--- config.mk ---
export PLATFORM = sky130hd
export DESIGN_NAME = mac_result_accumulator
export DESIGN_NICKNAME = d
export VERILOG_FILES = /design/src/rtl/mac_result_accumulator_pkg.sv /design/src/rtl/mac_result_accumulator_sat_add.sv /design/src/rtl/mac_result_accumulator.sv
export SDC_FILE = /design/constraint.sdc
export NUM_CORES = 1
export LEC_CHECK = 0
export CAP_MARGIN = 15
export CORE_UTILIZATION = 50
export DETAILED_ROUTE_END_ITERATION = 8
export PLACE_DENSITY = 0.72
export SLEW_MARGIN = 5
export SYNTH_ARGS = -nofsm -noshare
export SYNTH_HDL_FRONTEND = slang
export SYNTH_SLANG_ARGS = --single-unit
--- constraint.sdc ---
create_clock -name clk -period 3.8 [get_ports clk]
set_clock_uncertainty 0.15 [all_clocks]
set_input_delay 0.76 -clock clk [delete_from_list [all_inputs] [get_ports clk]]
set_output_delay 0.76 -clock clk [all_outputs]
set_load 0.005 [all_outputs]
--- src/rtl/mac_result_accumulator_pkg.sv ---
// ============================================================================
// Module      : registr_parameter (package)
// Description : Shared widths and state encoding for the MAC result accumulator.
// Revision    : 1.0 - initial release
// ============================================================================
`default_nettype none

package registr_parameter;

    localparam int size  = 8;
    localparam int GUARD = 4;
    localparam int ACC_W = 2*size + 1 + GUARD;

    typedef enum logic [1:0] {
        EMPTY = 2'd0,
        ACCUM = 2'd1,
        DONE  = 2'd2
    } acc_state_t;

endpackage

`default_nettype wire

--- src/rtl/mac_result_accumulator_sat_add.sv ---
// ============================================================================
// Module      : sat_add
// Description : Unsigned adder that clamps at all-ones and flags the overflow.
// Revision    : 1.0 - initial release
// ============================================================================
`default_nettype none

module sat_add #(
    parameter int W = 8
) (
    input  logic [W-1:0] a_i,
    input  logic [W-1:0] b_i,
    output logic [W-1:0] sum_o,
    output logic         ovf_o
);

    logic [W:0] w_full;

    assign w_full = {1'b0, a_i} + {1'b0, b_i};
    assign ovf_o  = w_full[W];
    assign sum_o  = w_full[W] ? {W{1'b1}} : w_full[W-1:0];

endmodule

`default_nettype wire

--- src/rtl/mac_result_accumulator.sv ---
// ============================================================================
// Module      : mac_result_accumulator
// Description : Sums framed multiply-add results; presents sum/count/sat on a
//               valid/ready handshake and flags terms lost to backpressure.
// Revision    : 1.0 - initial release
// ============================================================================
`default_nettype none

module mac_result_accumulator #(
    parameter  int SIZE  = registr_parameter::size,
    parameter  int GUARD = registr_parameter::GUARD,
    localparam int ACC_W = 2*SIZE + 1 + GUARD
) (
    input  logic              clk,
    input  logic              rst_n,
    input  logic [2*SIZE:0]   in_data,
    input  logic              in_valid,
    input  logic              in_last,
    output logic              in_ready,
    output logic [ACC_W-1:0]  out_data,
    output logic [GUARD:0]    out_count,
    output logic              out_sat,
    output logic              out_valid,
    input  logic              out_ready,
    output logic              drop_err
);

    import registr_parameter::*;

    acc_state_t       state_q, state_d;
    logic [ACC_W-1:0] acc_q, acc_d;
    logic [GUARD:0]   cnt_q, cnt_d;
    logic             sat_q, sat_d;
    logic [ACC_W-1:0] out_data_q, out_data_d;
    logic [GUARD:0]   out_count_q, out_count_d;
    logic             out_sat_q, out_sat_d;
    logic             drop_q, drop_d;

    logic             w_accept;
    logic [ACC_W-1:0] w_in_ext;
    logic [ACC_W-1:0] w_base_acc;
    logic [GUARD:0]   w_base_cnt;
    logic             w_base_sat;
    logic [ACC_W-1:0] w_sum;
    logic             w_ovf;
    logic [GUARD:0]   w_cnt_inc;
    logic             w_sat_new;

    assign in_ready  = (state_q != DONE) | out_ready;
    assign w_accept  = in_valid & in_ready;
    assign w_in_ext  = {{GUARD{1'b0}}, in_data};

    // Any accepted term outside ACCUM opens a fresh frame, so it adds onto zero.
    assign w_base_acc = (state_q == ACCUM) ? acc_q : '0;
    assign w_base_cnt = (state_q == ACCUM) ? cnt_q : '0;
    assign w_base_sat = (state_q == ACCUM) ? sat_q : 1'b0;

    sat_add #(
        .W (ACC_W)
    ) u_sat_add (
        .a_i   (w_base_acc),
        .b_i   (w_in_ext),
        .sum_o (w_sum),
        .ovf_o (w_ovf)
    );

    assign w_cnt_inc = (w_base_cnt == {(GUARD+1){1'b1}}) ? w_base_cnt
                                                         : w_base_cnt + (GUARD+1)'(1);
    assign w_sat_new = w_base_sat | w_ovf;

    always_comb begin
        state_d     = state_q;
        acc_d       = acc_q;
        cnt_d       = cnt_q;
        sat_d       = sat_q;
        out_data_d  = out_data_q;
        out_count_d = out_count_q;
        out_sat_d   = out_sat_q;
        drop_d      = in_valid & ~in_ready;

        if (w_accept) begin
            if (in_last) begin
                out_data_d  = w_sum;
                out_count_d = w_cnt_inc;
                out_sat_d   = w_sat_new;
                acc_d       = '0;
                cnt_d       = '0;
                sat_d       = 1'b0;
                state_d     = DONE;
            end else begin
                acc_d   = w_sum;
                cnt_d   = w_cnt_inc;
                sat_d   = w_sat_new;
                state_d = ACCUM;
            end
        end else if ((state_q == DONE) && out_ready) begin
            state_d = EMPTY;
        end
    end

    always_ff @(posedge clk or negedge rst_n) begin
        if (!rst_n) begin
            state_q     <= EMPTY;
            acc_q       <= '0;
            cnt_q       <= '0;
            sat_q       <= 1'b0;
            out_data_q  <= '0;
            out_count_q <= '0;
            out_sat_q   <= 1'b0;
            drop_q      <= 1'b0;
        end else begin
            state_q     <= state_d;
            acc_q       <= acc_d;
            cnt_q       <= cnt_d;
            sat_q       <= sat_d;
            out_data_q  <= out_data_d;
            out_count_q <= out_count_d;
            out_sat_q   <= out_sat_d;
            drop_q      <= drop_d;
        end
    end

    assign out_data  = out_data_q;
    assign out_count = out_count_q;
    assign out_sat   = out_sat_q;
    assign out_valid = (state_q == DONE);
    assign drop_err  = drop_q;

endmodule

`default_nettype wire
-- Word level (Yosys, flattened, before mapping)
Index checks and enable logic that the tools add are counted.
- $add $sub $neg: 2
- multipliers: 0
- divide/modulo/power cells: 0
- $lt $le $gt $ge: 0
- eq/ne operators: 4
- shifts and indexed selects: 0
- mux-type cells: 11
- bitwise operators: 5
- reduce and logical (&&, ||, !) cells: 3
- operators by type and width (cell ; number):
    2-to-1 mux 21 bit ; 3
    adder 21 x 17 -> 22 bit ; 1
    2-to-1 mux 5 bit ; 3
    2-to-1 mux 2 bit ; 3
    adder 5 x 1 -> 5 bit, second input constant ; 1
    == test 5 bit, second input constant ; 1
    bitwise AND 1 bit ; 2
    == test 2 x 1 -> 1 bit, second input constant ; 1
    == test 2 bit, second input constant ; 1
    2-to-1 mux 1 bit ; 2
    inequality test 2 bit, second input constant ; 1
    bitwise OR 1 bit ; 2
    AND reduction 2 bit ; 1
    nonzero test 2 bit ; 1
    logical AND 1 bit ; 1
    inverter 1 bit ; 1
- register bits after elaboration: 57
- bits in latches: 0
- bits in writable memories: 0
- ROM bits: 0
- input port bits: 22
- output and inout bits: 30
- logic and storage cells: 33
- memories: 0

-- Depth between registers and ports, before layout
- word-level depth: 5
- gate-level depth with buffers: 15
- gate-level depth less buffers: 13

-- Cells and area by module
Synthesis repeated with hierarchy kept, for this count alone.
- cell total of the unflattened synthesis: 422
- area total of the unflattened synthesis: 3918.8 µm²
- by module, submodules not included (module ; instances ; cells an instance ; area an instance (µm²) ; seq. area each (µm²)):
    mac_result_accumulator ; 1 ; 238 ; 2611.3 ; 1426.4
    sat_add ; 1 ; 184 ; 1307.5 ; 0.0

-- Worst setup path before layout
No wires, ideal clock.
- path type: register to register
- from: register state_q[0]
- to: register sat_q
- library setup time: 0.131 ns
- arrival time: 3.021 ns
- required time: 3.519 ns
- slack: 0.498 ns
- cell stages (with the launch flop): 15
- buffers on the path: 3
- period minus slack after synthesis: 3.302 ns
- cells stage by stage: dfrtp_1 -> nor2b_1 -> clkbuf_1 -> clkbuf_1 -> and2_1 -> ha_1 -> a21oi_1 -> nor2b_1 -> a311o_2 -> a21oi_2 -> o31ai_4 -> and2b_1 -> buf_6 -> a22oi_1 -> o21ai_1
- cells in the longest elaborated chain, start to end: 5
- elaborated cells between the ends (all ways): 9
- classes of those cells: add/sub (1); eq/ne (2); mux (3); bitwise (3)
- RTL lines (item ; line ; text):
    start: declaration ; mac_result_accumulator.sv:30 ; acc_state_t state_q, state_d;
    start signal: assignment ; mac_result_accumulator.sv:112 ; state_q <= state_d;
    == test 2 x 1 -> 1 bit ; mac_result_accumulator.sv:54, mac_result_accumulator.sv:56 ;
    2-to-1 mux 21 bit ; mac_result_accumulator.sv:54 ; assign w_base_acc = (state_q == ACCUM) ? acc_q : '0;
    adder 21 x 17 -> 22 bit ; mac_result_accumulator_sat_add.sv:19 ; assign w_full = {1'b0, a_i} + {1'b0, b_i};
    bitwise OR 1 bit ; mac_result_accumulator.sv:69 ; assign w_sat_new = w_base_sat | w_ovf;
    2-to-1 mux 1 bit ; mac_result_accumulator.sv:82 ; if (in_last) begin
    end signal: assignment ; mac_result_accumulator.sv:115 ; sat_q <= sat_d;
    end: declaration ; mac_result_accumulator.sv:33 ; logic sat_q, sat_d;
Several ways; a longest one is shown, not always the timed one.
A chain may end at the register's enable or synchronous reset.

-- Worst setup path in the final report
- from: register state_q[0]
- to: register out_data_q[20], in the netlist out_data[20]
- cells in the longest elaborated chain, start to end: 4
- elaborated cells between the ends (all ways): 8
- classes of those cells: add/sub (1); eq/ne (2); mux (2); bitwise (2); reduce/logical (1)
- RTL lines (item ; line ; text):
    == test 2 x 1 -> 1 bit / inequality test 2 bit (equally long branches) ; mac_result_accumulator.sv:54, mac_result_accumulator.sv:49 ;
    2-to-1 mux 21 bit / bitwise OR 1 bit (equally long branches) ; mac_result_accumulator.sv:54, mac_result_accumulator.sv:49 ;
    adder 21 x 17 -> 22 bit / bitwise AND 1 bit (equally long branches) ; mac_result_accumulator_sat_add.sv:19, mac_result_accumulator.sv:50 ;
    2-to-1 mux 21 bit / AND reduction 2 bit (equally long branches) ; -- ;
    end signal: assignment ; mac_result_accumulator.sv:116 ; out_data_q <= out_data_d;
    end: declaration ; mac_result_accumulator.sv:34 ; logic [ACC_W-1:0] out_data_q, out_data_d;
Several ways; a longest one is shown, not always the timed one.

==> results.md <==
- The worst setup path is launched from a flip-flop.
- The clock-pin slew reported for the worst setup and hold paths after clock tree synthesis is 0.06 ns.
- The start of the worst register-to-register path is state_q[0].
- The post-cts hold buffer count is 0.
- The synthesized design contains 0 enable-type register cells.
- The net count after synthesis is 425.
- The worst slew margin relative to its limit is 54.38%.
- The hold violation count in the final report is 0.
- The residual antenna-violating net count after detailed routing is 0.
- The floorplan has 29 rows.
- In the post-route analysis, the smallest setup slack over all paths is 0.2238 ns.
- The global-route wire length before repair is 14,230 um.
- After floorplanning, the core was sized to cover 0.006459 mm^2.
- The count of antenna diodes in the layout is 0.
- The setup fix buffers added after clock tree synthesis is 0.
- The clock tree from TritonCTS is done.
- The category of the most critical setup path is reg2reg.
- The clock sink total is 57.
- The filler cells instantiated in the layout total 571.
- At the pin with the least slew margin, the transition time is 0.6826 ns.
- The floorplan step set the die width to 84.35 um.
- From synthesis to final layout, the design area changed by 23.62%.
- The flow ran to the end, but the final reports show violations.
- Setup repair after global routing left no endpoint under its margin.
- The master cell of the clock root buffer is sky130_fd_sc_hd__clkbuf_8.
- The combined area of all synthesized cells is 0.003391 mm^2.
- The number of design-rule violations left by the first detailed-router iteration is 186.
- The ratio of cells with drive above 1 in the final layout is 8.163%.
- The critical path capture point type is a flip-flop.
- For flop-to-flop paths, the worst setup slack is 0.22 ns.
- The starting utilization of the core area is 52.50%.
- The cell area power density is 416.5 mW/mm^2.
- The I/O pin count is 52.
- For this run, the top clock speed supported by timing is 0.2796 GHz.
- The setup-violating endpoint count in the final report is 0.
- The fraction of synthesis flops using an asynchronous set or reset pin is 100.0%.
- The static leakage is 0.001856 uW.
- The count of different cell masters after synthesis is 49.
- Buffers placed on the I/O ports in this run total 51.
- The total overflow left after global routing is 0.
- The min-delay analysis places its worst path in the category in2async.
- The routed length per instance is 16.41 um.
- Detailed routing inserted a total of 3,021 vias.
- The die is 84.35 um tall.
- The data arrival time at the worst-slack endpoint is 3.64 ns.
- The synthesized instance count is 384.
- Counting flops and latches in the post-synthesis netlist gives 57.
- For the finished layout, the period the worst path requires is 3.576 ns.
- The count of H-tree levels built during CTS is 3.
- The worst endpoint required time is 3.86 ns.
- At the later pin of the worst-skew pair, clock insertion delay measures 0.34 ns.
- Overall power consumption after layout is estimated at 1746 uW.
- The number of global-route vias before repair is 2,916.
- The number of buffers inserted during clock tree synthesis is 9.
- The routability congestion estimate is 0.9151.
- The commonest non-fill, non-tap cell in the layout is sky130_fd_sc_hd__dfrtp_1.
- The initial antenna violation count is 0.
- The pre-CTS setup slack is -0.05203 ns.
- The tightest hold margin is 0.2884 ns.
- Leaving out fill and tap cells, the most frequent cells in the layout are sky130_fd_sc_hd__dfrtp_1, sky130_fd_sc_hd__clkdlybuf4s50_1, sky130_fd_sc_hd__nand2_1, sky130_fd_sc_hd__nor2_1, sky130_fd_sc_hd__a21oi_1.
- Sequential cells were found to cover 42.07% of the synthesized design area.
- The overall routing resource usage is 25.75%.
- After detailed routing, the number of remaining DRC violations is 2.
- The endpoint identified for the worst register-to-register timing path is out_data[20].
- The number of pins with negative max-slew slack in the final report is 0.
- The clock passes through at most 2 buffers.
- For this run, the leading register cell type out of synthesis is sky130_fd_sc_hd__dfrtp_1.
- The maximum fanout along the worst path is 34.
- The detail-routed via count per cell is 5.832.
- The post-cts gate resize count is 0.
- The worst register-to-register path has a depth of 14.
- The checks that failed: DRC.
- For this run, the number of Yosys warnings is 0.
- The detailed placement HPWL is 6029 um.
- Across the VDD grid, the largest voltage drop is 229.4 uV.
- The routed design has 8500 um of wire.
- The floorplan step defined a die boundary enclosing 0.007115 mm^2.
- The mean post-synth cell area is 8.830 um^2.
- The max-capacitance violation count is 0.
- After the last flow step, the layout net total stands at 478.
- The final critical path takes up 94.11% of the cycle.
- The first detailed-routing pass took 7 iterations.
- Entering global routing, the biggest net connects 35 pins.
[area by class of cell]
cell class	count	area [um^2]	share of cell area (%)
multi-input cells	299	1857	44.30
flip-flops and latches	57	1426	34.03
repair buffers	62	600.6	14.33
clock buffers	13	168.9	4.030
well taps	77	96.34	2.299
inverters	8	30.03	0.7164
clock inverters	2	12.51	0.2985
[metal layers]
metal / up-vias / global-route usage, % / part of all wire, %
li1: 1469 / - / -
met1: 1452 / 35.75 / 44
met2: 86 / 39.87 / 48
met3: 14 / 3.835 / 6.1
met4: 0 / 12.33 / 2.1
met5: - / 0 / 0
[metrics by stage]
step	setup TNS [ns]	area (um^2)	std cells	utilization [%]
after floorplan	0	3391	384	-
after global placement	-0.01152	4000	503	61.93
after detailed placement	-0.05203	4000	503	61.93
after CTS	0	4182	518	64.74
after global routing	0	4192	518	64.90
final	0	4192	518	64.90
[how the worst max path moves through the flow]
stage | slack (ns) | to | startpoint
2_1_floorplan | 0.50 | sat_q | state_q[0]
6_report | 0.22 | out_data[20] | state_q[0]
3_5_place_dp | -0.05 | out_data[20] | in_data[0]
5_1_grt | 0.05 | out_data[20] | state_q[0]
4_1_cts | 0.13 | out_data[20] | state_q[0]
3_3_place_gp | -0.01 | out_data[20] | in_data[0]
[registers in the layout, summed over array words and instances, names as in the netlist]
name and count:
drop_err 1, acc_q 21, out_sat 1, cnt_q 5
state_q 2, out_data 21, sat_q 1, out_count 5
[power by group]
group / internal (uW) / switching, uW
logic: 242 / 229
clock network: 286 / 245
registers: 694 / 49.5
[cell families (layout without fill, tap and decap cells)]
family                   count (synthesis)  after routing  share of synthesized area [%]
AND/OR/NAND/NOR                        146            146                          20.30
AO/OA/AOI/OAI                          116            116                          22.18
flip-flops                              57             57                          42.07
buffers and inverters                   28             85                          3.469
adder cells (fa/ha/maj)                 19             19                          7.233
XOR/XNOR                                16             16                          4.133
multiplexers                             2              2                         0.6273
[synthesized netlist by cell type (3+ instances only)]
| cell type | instances | share of area [%] |
|---|---|---|
| sky130_fd_sc_hd__and3_1 | 5 | 0.92 |
| sky130_fd_sc_hd__nand2_1 | 47 | 5.2 |
| sky130_fd_sc_hd__a31oi_1 | 18 | 3.3 |
| sky130_fd_sc_hd__clkbuf_1 | 16 | 1.8 |
| sky130_fd_sc_hd__nor2b_1 | 5 | 0.92 |
| sky130_fd_sc_hd__o21ai_1 | 3 | 0.44 |
| sky130_fd_sc_hd__nor3_1 | 4 | 0.59 |
| sky130_fd_sc_hd__o21ai_0 | 26 | 3.8 |
| sky130_fd_sc_hd__o31ai_1 | 5 | 1.1 |
| sky130_fd_sc_hd__dfrtp_1 | 57 | 42 |
| sky130_fd_sc_hd__ha_1 | 18 | 6.6 |
| sky130_fd_sc_hd__xnor2_1 | 8 | 2.1 |
| sky130_fd_sc_hd__a22o_1 | 11 | 2.8 |
| sky130_fd_sc_hd__a21oi_1 | 35 | 5.2 |
| sky130_fd_sc_hd__xor2_1 | 8 | 2.1 |
| sky130_fd_sc_hd__a211oi_1 | 3 | 0.66 |
| sky130_fd_sc_hd__nor2_1 | 42 | 4.6 |
| sky130_fd_sc_hd__and2_1 | 19 | 3.5 |
| sky130_fd_sc_hd__nand2b_1 | 5 | 0.92 |
| sky130_fd_sc_hd__inv_1 | 8 | 0.89 |
| sky130_fd_sc_hd__nand3_1 | 8 | 1.2 |
[worst max-delay path, stage by stage (launching register included)]
cell and delay (ns):
sky130_fd_sc_hd__dfrtp_1 0.41, sky130_fd_sc_hd__nor2b_1 0.25, sky130_fd_sc_hd__buf_12 0.22, sky130_fd_sc_hd__and2_1 0.16, sky130_fd_sc_hd__ha_1 0.24, sky130_fd_sc_hd__inv_1 0.07, sky130_fd_sc_hd__fa_1 0.39, sky130_fd_sc_hd__nand2b_1 0.20
sky130_fd_sc_hd__a21oi_2 0.24, sky130_fd_sc_hd__o31ai_1 0.13, sky130_fd_sc_hd__nand3_1 0.15, sky130_fd_sc_hd__a31oi_2 0.18, sky130_fd_sc_hd__or2_2 0.33, sky130_fd_sc_hd__a21oi_1 0.21, sky130_fd_sc_hd__a21oi_1 0.10
Power figures use the tool's default switching activity.
==> RTL change: new RTL, same flow settings <==
Set the package constant `GUARD` to 2 (it was 4).
--- a/src/rtl/mac_result_accumulator_pkg.sv
+++ b/src/rtl/mac_result_accumulator_pkg.sv
@@ -10,3 +10,3 @@
     localparam int size  = 8;
-    localparam int GUARD = 4;
+    localparam int GUARD = 2;
     localparam int ACC_W = 2*size + 1 + GUARD;
Interface: changed (resized out_count and out_data); port bits go from 52 to 48. The function was not compared with the original's and may differ.
==> RTL change against the original RTL <==
Global-route usage decreased by 0.78 points. Worst setup slack better by 0.27 ns. Wire length is 17% lower. Critical path type unchanged. Synthesized area down 12%. Sequential cell count decreased by 8. Largest cell class unchanged. Total power shrank 17%. Final area is 13% lower.
==> RTL change: results (changes against the original RTL) <==
| Metric | Value |
|---|---|
| Post-Syn Nets | 383 (-9.9%) |
| CTS H-tree lvls | 2 (-1) |
| Clk Latency, worst-skew pair | 0.31 ns (-0.03 ns) |
| 1st-pass router iterations | 4 (-3) |
| Worst-path clk slew | 0.09 ns (+0.03 ns) |
| Post-synthesis sequential area ratio | 41.26% (-0.80 points) |
| Post-place instance area | 3527 um2 (-12%) |
| Share of cells above drive strength 1 | 5.882% (-2.3 points) |
| Buffering overhead | 14.82% (+0.49 points) |
| Pre-CTS WS | 0.2313 ns (+0.2833 ns) |
| Seq area share | 33.62% (-0.41 points) |
| Initial DRC count | 111 (-40%) |
| Post-synth cell types | 42 (-14%) |
| Leakage | 0.001642 uW (-11%) |
| Buffers excl. clock | 57 (-8.1%) |
| Post-synthesis cell count | 342 (-11%) |
| HPWL after DPL | 5175 um (-14%) |
| Maximum number of pins on one net before global-route repair | 36 (+2.9%) |
| Number of global-route vias before repair | 2541 (-13%) |
| Clock buf count | 6 (-7) |
| Post-route cell area | 3647 um2 (-13%) |
| Hold Crit Class | register to register |
| Status | finished, final reports clean |
| Arr. time, crit path | 3.36 ns (-0.28 ns) |
| Commonest cells in the netlist | dfrtp_1, nand2_1, nor2_1, o21ai_0, a21oi_1 |
| Multi-input gates | 269 (-10%) |
| Detailed Route WL | 7043 um (-17%) |
==> RTL change: critical path, stage by stage, from the launching register on <==
cell,delay (ns)
dfrtp_1,0.43
inv_1,0.11
nor2_1,0.13
buf_4,0.18
and2_1,0.13
ha_1,0.19
inv_1,0.06
fa_1,0.39
nand2b_1,0.18
a21oi_1,0.21
o21ai_0,0.19
o21ai_1,0.28
a21oi_1,0.15
a31o_2,0.26
a22o_1,0.17
==> RTL change: cells by family after synthesis <==
kind of cell / count (synthesis) / synth area share, %
adders and majority gates: 19 / 8.253
muxes: 1 / 0.3369
AOI/OAI and AO/OA: 111 / 23.20
buffers and inverters: 24 / 3.537
DFF: 49 / 41.26
xor gates and xnor gates: 15 / 4.421
and+or+nand+nor: 123 / 18.99
==> RTL change: where the power goes <==
group / internal [uW] / total [uW] / switching, uW
combinational: 215 / 418 / 203
clock: 214 / 393 / 179
sequential: 599 / 640 / 41.4
total: 1030 / 1450 / 424
==> RTL change: per-layer routing <==
| layer | wire length [um] | global-route usage [%] |
|---|---|---|
| met1 | 3302 | 34.22 |
| met2 | 3302 | 40.69 |
| met3 | 365 | 3.563 |
| met4 | 73 | 8.000 |
| met5 | 0 | 0 |
==> RTL change: worst paths after layout <==
check | start | endpoint | slack (ns) | cells past startpoint
min in group asynchronous | rst_n | out_data[15] | 0.37 | 1
max | state_q[0] | acc_q[18] | 0.49 | 14
min | acc_q[14] | acc_q[14] | 0.33 | 2
max in group asynchronous | rst_n | acc_q[4] | 2.42 | 2
max reg2reg | state_q[0] | acc_q[18] | 0.49 | 14
min reg2reg | acc_q[14] | acc_q[14] | 0.33 | 2
